==> src/rtl/dff_q_debounce.sv <==
// Debounces the q output of an upstream dff_async_rst. A level change is
// accepted only after it has been stable for STABLE_CYCLES enabled clocks.
module dff_q_debounce #(
  parameter int unsigned STABLE_CYCLES = 4,
  parameter int unsigned CNT_W         = 16,
  parameter logic        INIT_VAL      = 1'b0
) (
  input  logic             clk,
  input  logic             rst,
  input  logic             en,
  input  logic             d_in,
  input  logic             count_clr,
  output logic             q_stable,
  output logic             rise_pulse,
  output logic             fall_pulse,
  output logic             glitch,
  output logic [CNT_W-1:0] edge_count,
  output logic             busy
);

  localparam int unsigned          CntW    = $clog2(STABLE_CYCLES);
  localparam logic [CntW-1:0]      CntLast = CntW'(STABLE_CYCLES - 1);
  localparam logic [CNT_W-1:0]     EdgeMax = '1;

  typedef enum logic {StStable, StChecking} state_e;

  state_e           state_q, state_d;
  logic [CntW-1:0]  cnt_q, cnt_d;
  logic             q_stable_d;
  logic             rise_d, fall_d, glitch_d;
  logic [CNT_W-1:0] edge_count_d;
  logic             accept;

  always_comb begin
    state_d      = state_q;
    cnt_d        = cnt_q;
    q_stable_d   = q_stable;
    rise_d       = 1'b0;
    fall_d       = 1'b0;
    glitch_d     = 1'b0;
    edge_count_d = edge_count;
    accept       = 1'b0;

    if (en) begin
      unique case (state_q)
        StStable: begin
          if (d_in != q_stable) begin
            state_d = StChecking;
            cnt_d   = CntW'(1);
          end
        end
        StChecking: begin
          if (d_in == q_stable) begin
            state_d  = StStable;
            cnt_d    = '0;
            glitch_d = 1'b1;
          end else if (cnt_q == CntLast) begin
            state_d    = StStable;
            cnt_d      = '0;
            q_stable_d = d_in;
            rise_d     = d_in;
            fall_d     = ~d_in;
            accept     = 1'b1;
          end else begin
            cnt_d = cnt_q + 1'b1;
          end
        end
        default: ;
      endcase
    end

    // Clear first, then count, so a coincident accept leaves the counter at 1.
    if (count_clr) begin
      edge_count_d = '0;
    end
    if (accept && (edge_count_d != EdgeMax)) begin
      edge_count_d = edge_count_d + 1'b1;
    end
  end

  always_ff @(posedge clk or negedge rst) begin
    if (!rst) begin
      state_q    <= StStable;
      cnt_q      <= '0;
      q_stable   <= INIT_VAL;
      rise_pulse <= 1'b0;
      fall_pulse <= 1'b0;
      glitch     <= 1'b0;
      edge_count <= '0;
    end else begin
      state_q    <= state_d;
      cnt_q      <= cnt_d;
      q_stable   <= q_stable_d;
      rise_pulse <= rise_d;
      fall_pulse <= fall_d;
      glitch     <= glitch_d;
      edge_count <= edge_count_d;
    end
  end

  // state_q is a flop, so busy is still a registered output.
  assign busy = (state_q == StChecking);

endmodule

==> config.mk <==
export PLATFORM = sky130hd
export DESIGN_NAME = dff_q_debounce
export DESIGN_NICKNAME = d
export VERILOG_FILES = /design/src/rtl/dff_q_debounce.sv
export SDC_FILE = /design/constraint.sdc
export NUM_CORES = 1
export LEC_CHECK = 0
export ABC_AREA = 1
export BUFFER_PORTS_ARGS = -buffer_cell sky130_fd_sc_hd__buf_4
export CAP_MARGIN = 15
export CORE_MARGIN = 10
export CORE_UTILIZATION = 55
export DETAILED_ROUTE_END_ITERATION = 10
export PLACE_DENSITY = 0.79
export SLEW_MARGIN = 40
export SYNTH_ARGS = -nofsm -noshare
export SYNTH_HDL_FRONTEND = slang
export SYNTH_SLANG_ARGS = --single-unit
export TNS_END_PERCENT = 30
==> constraint.sdc <==
create_clock -name clk -period 2 [get_ports clk]
set_input_delay 0.2 -clock clk [delete_from_list [all_inputs] [get_ports clk]]
set_output_delay 0.2 -clock clk [all_outputs]
set_load 0.03 [all_outputs]
---- Word level (Yosys, flattened, before mapping) ----
Index checks and enable logic that the tools add are counted.
storage, ports and cells
  register bits ........................... 23
  output and inout bits ................... 21
cells by class
  eq/ne operators ......................... 5
  bitwise logic cells ..................... 3
  reductions and logical operators ........ 3
  multiplexer cells ....................... 25
  $add $sub $neg .......................... 2
operators by type and width
  kind                                           number
  two-way mux 16 bit                             2
  two-way mux 1 bit                              18
  adder 16 x 1 -> 16 bit, second input constant  1
  inequality test 16 bit, second input constant  1
  two-way mux 2 bit                              3
  one-hot mux 2 bit (2 select lines)             1
  AND reduction 4 bit                            1
  inverter 1 bit                                 3
  adder 2 x 1 -> 2 bit, second input constant    1
  equality test 2 bit, second input constant     1
  inequality test 2 bit, second input constant   1
  one-hot mux 1 bit (2 select lines)             1
  AND reduction 2 bit                            1
  equality test 1 bit                            1
  logical AND 1 bit                              1
  inequality test 1 bit                          1

---- Depth between registers and ports, before layout ----
  depth after elaboration ................. 7
  mapped depth ............................ 11

---- Worst setup path after synthesis ----
OpenSTA, ideal clock, no wires.
  kind .................................... reg2reg
  from .................................... reg edge_count[0]
  to ...................................... reg edge_count[3]
  path buffers ............................ 1
  cell stages (with the launch flop) ...... 12
  arrival ................................. 1879 ps
  library setup time ...................... 117 ps
  slack ................................... 5 ps
  period minus slack after synthesis ...... 1995 ps
  cell sequence ........................... dfrtp_1 inv_1 nor2_1 ha_1 inv_2 nor3_2 nand2_1 nor2_2 nor2_2 buf_6 nand2_1 nand2_1
between the ends
  word-level cells in the longest chain between the ends .. 4
  elaborated cells between the ends (all ways) .. 5
  those cells by class .................... add/sub: 1; eq/ne: 1; mux: 2; reduce/logical: 1
RTL lines
  what                                                            RTL line  RTL
  start: declaration                                              17        output logic [CNT_W-1:0] edge_count,
  start signal: assignment                                        97        edge_count <= edge_count_d;
  two-way mux 16 bit (*)                                          73        if (count_clr) begin
  branches (longest 2 deep; another with adder 16 x 1 -> 16 bit)  -
  two-way mux 16 bit (*)                                          76        if (accept && (edge_count_d != EdgeMax)) begin
  net edge_count_d[3]                                             31        logic [CNT_W-1:0] edge_count_d;
Mark *: on every way through the listed nets, which the timed path passes.
A chain may end at the register's enable or synchronous reset.

---- Final worst setup path ----
  from .................................... reg edge_count[1]
  to ...................................... reg edge_count[15]
The elaborated chain is that of the path after synthesis.

==> metrics <==
status=finished clean; dpl ws=about 0.20 ns; warnings from Yosys=0; RSZ-0062 raised after global routing=yes; worst reg2reg path depth=11; Buffers on Ports=25; commonest non-fill, non-tap cells in the layout=nand2_1, buf_4, nor2_1, inv_1, dfrtp_1; Max Root-Sink Buffers=2; drt drc=0; height of the die=72.2 um; CTS H-tree lvls=1; drt wl/cell=between 10 and 15 um; Post-Route Skew=approximately 0.0021 ns; initial antenna violation count=0; VDD IR max=about 0.55 mV; Period minus WS final=roughly 1.8 ns; IO Count=26; CP startpoint kind=flop; Leakage=between 0.9 and 1 nW; gr ovfl total=0; layout cells sized above 1=a little over a fifth; first-pass GRT wire length=5870 um; simple-gate share of the synthesized area=approximately 44%; placed insts=270; largest net degree at the start of global routing=24; final setup fails=0; mean post-synth cell area=7.00 um2; MaxCap Viol Count=0; power density over the cells=511 mW/mm2; XOR/XNOR Fraction of Synth Area=2.92%; hpwl dp=around 2600 um; register area share after synthesis=a little under two fifths; clock sinks=23; CP endpoint kind=flop; vias=1414; Total GRT Usage=between 10% and 20%; cell at the root of the clock tree=clkbuf_4; Synth Cell Area=approximately 0.0015 mm2; largest family of logic cells by synthesized area=simple AND/OR/NAND/NOR gates; ant diodes=0; commonest non-fill, non-tap cell in the layout=nand2_1; clock latency on the worst-skew pair=between 0.3 and 0.4 ns; Post-Layout Cell Count=277; setup_tns=0 ns; Max Fclk=0.554 GHz; hold-critical path depth=2; Antenna Nets Post-Route=0; worst rel slew slack=between 70 and 80%; Yosys reg bits=23; CTS Buf Count=3; routed vias/inst=between 5 and 6; GPL Wtd Cong=just over 0.9; Worst EP required=2.22 ns; Synth Instances=around 210; Synth Area in Adders=under 10%; Hold Vio Cnt, Final=0; WL final=approximately 3400 um; Worst EP arrival=2.02 ns; Pre-antenna DRT Iters=4; Layout Nets=255; Crit Path Category=flop to flop; hold slack=0.0605 ns; Min-Delay Path Class=input pin to flop; final slew viol count=0; Yosys cell types=24; CTS tree=yes; Die ar.=approximately 0.0052 mm2; syn nets=~220; clock transition at the registers of the reported paths=0.13 ns; row cnt=18; Final period util=~90%; Compound-Gate Fraction of Synth Area=roughly 3.5%; Worst Max-Slew Pin Slew=about 0.34 ns; # resized after CTS=0; Die X-Extent=approximately 72 um; drt first-iter violations=88; post-synthesis mux area share=0%; number of global-route vias before repair=roughly 1300; area delta synth->final=18.4%; worst-path maximum fanout=6; core area=~0.0025 mm2; Initial Util=58.9%; final worst slack=~0.2 ns
cell families after synthesis:
kind of cell    Yosys count
fa+ha+maj                 2
compound gates            7
simple gates            146
xor+xnor                  5
buf+inv                  31
flops                    23
metrics by stage:
step	util [%]	power (mW)	cell area (um2)
final	69.8	0.906	1780
after global routing	69.8	0.964	1780
after CTS	69.2	0.918	1760
after detailed placement	67.7	0.699	1720
after global placement	67.7	0.694	1720
after floorplan	-	0.636	1500
metal layers:
layer  wire, um  track usage (%)
met1       1530             17.4
met2       1630             21.3
met3        233             3.54
met4         44             5.16
met5          0                0
timing repair:
action,CTS,global route
setup buffers,0,2
endpoints found under the setup margin,0,16
hold buffers,1,0
endpoints found under the hold margin,23,0
flip-flops by register name, indices dropped and copies added, names as in the netlist:
signal      flops
q_stable        1
edge_count     16
glitch          1
busy            1
rise_pulse      1
cnt_q           2
fall_pulse      1
layout make-up:
type,instances,area (um2)
multi-input cells,160,783
fillers,219,769
flip-flops and latches,23,576
repair buffers,33,250
inverters,27,101
well taps,30,37.5
clock buffers,3,22.5
clock inverters,1,5.00
report_power, final:
| group | internal, mW | leakage (nW) | total (mW) | switching [mW] |
|---|---|---|---|---|
| Sequential | 0.496 | 0.313 | 0.520 | 0.0240 |
| Combinational | 0.0596 | 0.598 | 0.168 | 0.109 |
| Clock | 0.0748 | 0.0177 | 0.218 | 0.143 |
final timing paths:
check                      slack [ns]          start        endpoint
max                              0.20  edge_count[1]  edge_count[15]
min                              0.06             en            busy
max reg2reg                      0.20  edge_count[1]  edge_count[15]
min reg2reg                      0.55       cnt_q[1]        cnt_q[1]
max in group asynchronous        1.46            rst        cnt_q[0]
min in group asynchronous        0.31            rst   edge_count[2]
synthesized netlist by cell type:
library cell	instances	share of area, %
inv_2	4	1.0
a21oi_1	1	0.33
or2_1	1	0.42
nand2_1	84	21
xor2_1	5	2.9
nor3_2	1	0.67
dfrtp_1	23	38
o21bai_1	1	0.50
nand2_2	2	0.83
o21ai_1	1	0.33
ha_1	2	1.7
nand3b_1	3	1.5
o21bai_4	1	1.3
nand4_1	7	2.9
buf_6	3	2.3
nand3_1	15	5.0
nor2_2	3	1.3
inv_1	23	5.8
nor2_4	5	3.8
buf_2	1	0.33
nor2_1	24	6.0
nand2_4	1	0.75
o21ai_0	2	0.67
o22ai_1	1	0.42
worst max-delay path: stages (launching register included):
cell and delay (ns):
dfrtp_1 0.43, inv_1 0.05, nor2_1 0.13, ha_1 0.21
inv_2 0.05, nor3_2 0.19, nand2_1 0.17, nor2_2 0.15
nor2_2 0.05, buf_4 0.15, nand2_1 0.06, nand2_1 0.05
Note: power is estimated with default switching activity, not from simulation.
